==> src/rtl/mem_access_unit_pkg.sv <==
// Shared definitions for the MEM stage: access FSM states, the word-alignment
// mask and the register-index width used by the pipeline registers.
package mem_access_unit_pkg;

  typedef enum logic {
    IDLE   = 1'b0,
    ACCESS = 1'b1
  } state_e;

  localparam logic [31:0] WORD_ALIGN_MASK = 32'hFFFF_FFFC;
  localparam int          REG_IDX_W       = 5;

endpackage

==> src/rtl/mem_access_unit_memwb_reg.sv <==
// MEM/WB pipeline register. Loads the retiring op or inserts a bubble, which
// clears the control/flag fields but leaves the data fields untouched.
module memwb_reg
  import mem_access_unit_pkg::*;
(
  input  logic                 clk_i,
  input  logic                 rst_i,
  input  logic                 load_i,
  input  logic                 reg_write_i,
  input  logic                 memto_reg_i,
  input  logic [31:0]          alu_res_i,
  input  logic [31:0]          rddata_i,
  input  logic [REG_IDX_W-1:0] wb_path_i,
  input  logic                 misalign_i,
  input  logic                 bus_err_i,
  output logic                 reg_write_o,
  output logic                 memto_reg_o,
  output logic [31:0]          alu_res_o,
  output logic [31:0]          rddata_o,
  output logic [REG_IDX_W-1:0] wb_path_o,
  output logic                 misalign_o,
  output logic                 bus_err_o
);

  logic                 reg_write_q, reg_write_d;
  logic                 memto_reg_q, memto_reg_d;
  logic [31:0]          alu_res_q, alu_res_d;
  logic [31:0]          rddata_q, rddata_d;
  logic [REG_IDX_W-1:0] wb_path_q, wb_path_d;
  logic                 misalign_q, misalign_d;
  logic                 bus_err_q, bus_err_d;

  always_comb begin
    reg_write_d = 1'b0;
    memto_reg_d = 1'b0;
    misalign_d  = 1'b0;
    bus_err_d   = 1'b0;
    alu_res_d   = alu_res_q;
    rddata_d    = rddata_q;
    wb_path_d   = wb_path_q;
    if (load_i) begin
      reg_write_d = reg_write_i;
      memto_reg_d = memto_reg_i;
      misalign_d  = misalign_i;
      bus_err_d   = bus_err_i;
      alu_res_d   = alu_res_i;
      rddata_d    = rddata_i;
      wb_path_d   = wb_path_i;
    end
  end

  always_ff @(posedge clk_i) begin
    if (rst_i) begin
      reg_write_q <= 1'b0;
      memto_reg_q <= 1'b0;
      alu_res_q   <= '0;
      rddata_q    <= '0;
      wb_path_q   <= '0;
      misalign_q  <= 1'b0;
      bus_err_q   <= 1'b0;
    end else begin
      reg_write_q <= reg_write_d;
      memto_reg_q <= memto_reg_d;
      alu_res_q   <= alu_res_d;
      rddata_q    <= rddata_d;
      wb_path_q   <= wb_path_d;
      misalign_q  <= misalign_d;
      bus_err_q   <= bus_err_d;
    end
  end

  assign reg_write_o = reg_write_q;
  assign memto_reg_o = memto_reg_q;
  assign alu_res_o   = alu_res_q;
  assign rddata_o    = rddata_q;
  assign wb_path_o   = wb_path_q;
  assign misalign_o  = misalign_q;
  assign bus_err_o   = bus_err_q;

endmodule

==> src/rtl/mem_access_unit.sv <==
// MEM stage: handshakes with the multi-cycle data memory, stalls the upstream
// pipeline while an access is outstanding, and feeds the MEM/WB register.
module mem_access_unit
  import mem_access_unit_pkg::*;
#(
  parameter int TIMEOUT_CYC = 255,
  parameter int TO_W        = 8
) (
  input  logic                 clk_i,
  input  logic                 rst_i,
  input  logic                 MemRead_i,
  input  logic                 MemWrite_i,
  input  logic                 RegWrite_i,
  input  logic                 MemtoReg_i,
  input  logic [31:0]          ALUres_i,
  input  logic [31:0]          wrdata_i,
  input  logic [REG_IDX_W-1:0] WriteBackPath_i,
  output logic                 mem_req_o,
  output logic                 mem_we_o,
  output logic [31:0]          mem_addr_o,
  output logic [31:0]          mem_wdata_o,
  input  logic                 mem_ack_i,
  input  logic [31:0]          mem_rdata_i,
  output logic                 stall_o,
  output logic                 RegWrite_o,
  output logic                 MemtoReg_o,
  output logic [31:0]          ALUres_o,
  output logic [31:0]          rddata_o,
  output logic [REG_IDX_W-1:0] WriteBackPath_o,
  output logic                 misalign_o,
  output logic                 bus_err_o
);

  localparam bit              TO_EN   = (TIMEOUT_CYC != 0);
  localparam logic [TO_W-1:0] TO_LAST = TO_EN ? TO_W'(TIMEOUT_CYC - 1) : '0;

  state_e          state_q, state_d;
  logic [TO_W-1:0] cnt_q, cnt_d;

  logic        memop, aligned, stall;
  logic        wb_load, wb_reg_write, wb_misalign, wb_bus_err;
  logic [31:0] wb_rddata;

  assign memop   = MemRead_i | MemWrite_i;
  assign aligned = (ALUres_i[1:0] == 2'b00);

  always_comb begin
    state_d      = state_q;
    cnt_d        = cnt_q;
    stall        = 1'b0;
    wb_load      = 1'b0;
    wb_reg_write = RegWrite_i;
    wb_rddata    = '0;
    wb_misalign  = 1'b0;
    wb_bus_err   = 1'b0;
    mem_req_o    = 1'b0;
    mem_we_o     = 1'b0;
    mem_addr_o   = '0;
    mem_wdata_o  = '0;
    unique case (state_q)
      IDLE: begin
        if (memop && aligned) begin
          stall   = 1'b1;
          state_d = ACCESS;
          cnt_d   = '0;
        end else if (memop) begin
          wb_load      = 1'b1;
          wb_reg_write = 1'b0;
          wb_misalign  = 1'b1;
        end else begin
          wb_load = 1'b1;
        end
      end
      ACCESS: begin
        mem_req_o   = 1'b1;
        mem_we_o    = MemWrite_i;
        mem_addr_o  = ALUres_i & WORD_ALIGN_MASK;
        mem_wdata_o = wrdata_i;
        // Ack wins over a timeout that expires in the same cycle.
        if (mem_ack_i) begin
          wb_load   = 1'b1;
          wb_rddata = MemWrite_i ? 32'h0 : mem_rdata_i;
          state_d   = IDLE;
        end else if (TO_EN && (cnt_q == TO_LAST)) begin
          wb_load      = 1'b1;
          wb_reg_write = 1'b0;
          wb_bus_err   = 1'b1;
          state_d      = IDLE;
        end else begin
          stall = 1'b1;
          cnt_d = cnt_q + TO_W'(1);
        end
      end
      default: state_d = IDLE;
    endcase
  end

  always_ff @(posedge clk_i) begin
    if (rst_i) begin
      state_q <= IDLE;
      cnt_q   <= '0;
    end else begin
      state_q <= state_d;
      cnt_q   <= cnt_d;
    end
  end

  // Upstream must never be frozen while reset is being applied.
  assign stall_o = stall & ~rst_i;

  memwb_reg u_memwb (
    .clk_i       (clk_i),
    .rst_i       (rst_i),
    .load_i      (wb_load),
    .reg_write_i (wb_reg_write),
    .memto_reg_i (MemtoReg_i),
    .alu_res_i   (ALUres_i),
    .rddata_i    (wb_rddata),
    .wb_path_i   (WriteBackPath_i),
    .misalign_i  (wb_misalign),
    .bus_err_i   (wb_bus_err),
    .reg_write_o (RegWrite_o),
    .memto_reg_o (MemtoReg_o),
    .alu_res_o   (ALUres_o),
    .rddata_o    (rddata_o),
    .wb_path_o   (WriteBackPath_o),
    .misalign_o  (misalign_o),
    .bus_err_o   (bus_err_o)
  );

endmodule

==> config.mk <==
export PLATFORM = sky130hd
export DESIGN_NAME = mem_access_unit
export DESIGN_NICKNAME = d
export VERILOG_FILES = /design/src/rtl/mem_access_unit_pkg.sv /design/src/rtl/mem_access_unit_memwb_reg.sv /design/src/rtl/mem_access_unit.sv
export SDC_FILE = /design/constraint.sdc
export NUM_CORES = 1
export LEC_CHECK = 0
export CAP_MARGIN = 20
export CORE_MARGIN = 1
export CORE_UTILIZATION = 34
export CTS_BUF_LIST = sky130_fd_sc_hd__clkbuf_4
export CTS_CLUSTER_SIZE = 16
export DETAILED_ROUTE_END_ITERATION = 6
export GPL_TIMING_DRIVEN = 0
export PLACE_DENSITY = 0.85
export SLEW_MARGIN = 25
export SYNTH_ARGS = -nofsm -noshare
export SYNTH_HDL_FRONTEND = slang
export SYNTH_SLANG_ARGS = --single-unit
==> constraint.sdc <==
create_clock -name clk_i -period 1.9 [get_ports clk_i]
set_input_delay 0.38 -clock clk_i [delete_from_list [all_inputs] [get_ports clk_i]]
set_output_delay 0.38 -clock clk_i [all_outputs]
set_load 0.02 [all_outputs]
==> impl_metrics.toml <==
[timing]
hold_ws_ns = 0.4943
period_share_pct = 112.1
finClkSkew_ns = 0.01768
hold_viol_final = 0
clock.fmax_mhz = 469.6
slew_headroom_pct = 54.46
grt_setup_unrepaired = "true"
slew_viol_final = 0
finalCriticalPeriod_ns = 2.130
timing.final.ws_setup_ns = -0.2295
report.final.setup_viol = 75
worst_pin_slew_ns = 0.6785

[detailed_routing]
drc = 0
wirelength_um = 11800
dr.first_iter.drc_count = 73
drtAntennaViolNets = 0
first_pass_iters = 5
vias = 3348
wl_per_cell_um = 17.22
via_per_inst = 4.888

[min_path]
hold_path.class = "reg -> reg"

[run_status]
run_status = "complete, but fails checks"
violations = "negative setup slack"

[logic_synthesis]
avgSynthCellArea_um2 = 10.88
synth-edff-count = 0
ys.flop_type = "dfxtp_1"
async_reset_ff_share_pct = 0
ys_warn_count = 0
syn-cell-area_um2 = 3177
synth-seq-area-share_pct = 51.67
synth-seq-cells = 82
yosysUniqueCellTypes = 34
synth_cells = 292

[worst_setup_path]
cp_max_fo = 5
path_class = "reg -> out"
crit_required_ns = 1.52
cp.arrival_ns = 1.75
start_kind = "register"
cp-end-kind = "primary output"

[clock_network]
clock-sinks = 82
numCtsBuffers = 9
cts_tree = "yes"
clk_pin_slew_ns = 0.13
cts-root-buf = "clkbuf_4"
clockBufferDepth = 2
h-tree-depth = 3
clock_latency_ns = 0.42
cts_hold_buffers = 0

[place]
io_buffers = 245
place_ws_ns = -1.198
hpwl_um = 8756
dp.cells = 646
place_congestion = 0.8026
place_area_um2 = 5768

[finish]
final_common_cell = "clkdlybuf4s50_1"
antennaDiodeCount = 0
nets = 683
final_area_um2 = 6032
layoutNonFillerInstCount = 685
area_growth_pct = 89.88
layout_common_cells = "clkdlybuf4s50_1, dfxtp_1, a22o_1, and2_1, buf_2"
layout-drive-gt1-share_pct = 23.57

[global_routing]
grt_max_degree = 16
antenna_found_initial = 0
grt_pass1_vias = 3453
grt_first_pass_wirelength_um = 17930
grt-ovfl-total = 0
gr-usage-all-layers_pct = 23.45

[floorplan]
initial_utilization_pct = 35.73
fp.dieH_um = 98.66
core-area_um2 = 8891
dieArea_um2 = 9734
fp.dieW_um = 98.66
std_cell_rows = 34
boundaryPins = 248

[power]
vdd_drop_max_v = 0.0004605
p_leak_uw = 0.002709
p_per_area_nw_per_um2 = 656.4

[flow_run]
drv_cap = 0
## synthesized netlist by cell type (all sizes together) (2+ instances only)
cell type  number  area share (%)
a211o           3            0.83
a221o           2            0.63
a22o           70              19
and2           65              13
and3b           2            0.55
buf            15             4.7
clkbuf         12             1.4
dfxtp          82              52
ha              2            0.79
inv             2            0.24
nand2           3            0.35
nand3           3            0.47
nand4           2            0.59
nor2            6            0.71
nor3            5            0.79
nor3b           3            0.71
o21ai           2            0.31
## logic make-up after synthesis
logic type | after synthesis | share of synthesized area (%)
adders and majority gates | 2 | 0.7876
muxes | 1 | 0.3544
other | 1 | 0.1180
DFF | 82 | 51.67
AOI/OAI and AO/OA | 82 | 22.37
buffers and inverters | 29 | 6.341
and+or+nand+nor | 94 | 18.08
xor gates and xnor gates | 1 | 0.2757
## path summary, 6_finish.rpt
path                                                     endpoint  cells after the start                         startpoint  slack [ns]
worst min-delay path            u_memwb.alu_res_o[9]$_SDFFE_PP0N_                      1  u_memwb.alu_res_o[9]$_SDFFE_PP0N_        0.49
worst max-delay path                                      stall_o                      4                 state_q$_SDFF_PP0_       -0.23
worst min register to register  u_memwb.alu_res_o[9]$_SDFFE_PP0N_                      1  u_memwb.alu_res_o[9]$_SDFFE_PP0N_        0.49
worst max register to register              cnt_q[7]$_SDFFE_PP0P_                      7              cnt_q[0]$_SDFFE_PP0P_       -0.09
## power breakdown
group	internal (uW)	switching, uW	total [uW]	leakage (uW)
clock network	666	603	1270	0.0000962
logic	494	368	862	0.00194
registers	1790	38.4	1830	0.000674
## metrics by stage
step           utilization (%)  power [uW]  TNS (ns)
2_1_floorplan                -        2180         0
3_3_place_gp             64.87        2671    -54.21
3_5_place_dp             64.87        2690    -56.32
4_1_cts                  66.52        3959    -5.430
5_1_grt                  67.84        4118    -8.700
6_report                 67.84        3959    -2.123
## sequential cells by signal, summed over array words and instances, names as in the netlist
signal / count
u_memwb.alu_res_o: 32
u_memwb.rddata_o: 32
cnt_q: 8
u_memwb.wb_path_o: 5
state_q: 1
u_memwb.bus_err_o: 1
u_memwb.memto_reg_o: 1
u_memwb.misalign_o: 1
u_memwb.reg_write_o: 1
## routing by layer
layer	GRT usage, %	part of all wire, %
met4	5.511	1.2
met3	6.383	5.9
met1	26.23	40
met2	44.04	53
met5	0	0
## final cells by class
class,instances,area [um^2]
clock buffer,9,67.56
multi-input combinational,182,1385
timing repair buffer,272,2444
fill,710,2859
sequential,82,1652
inverter,2,7.507
tap,108,135.1
buffer,24,225.2
clock inverter,6,116.4
## worst max-delay path, stage by stage, from the launching register on
cell and delay (ns):
dfxtp_4 0.38, buf_4 0.16, o41ai_4 0.36, and3b_2 0.32, buf_8 0.13
## repair_timing
action / CTS / global route
gates cloned: 0 / 2
endpoints found under the setup margin: 66 / 86
pin swaps: 4 / 4
setup buffers: 20 / 8
resized for setup: 290 / 21
Power figures use the tool's default switching activity.
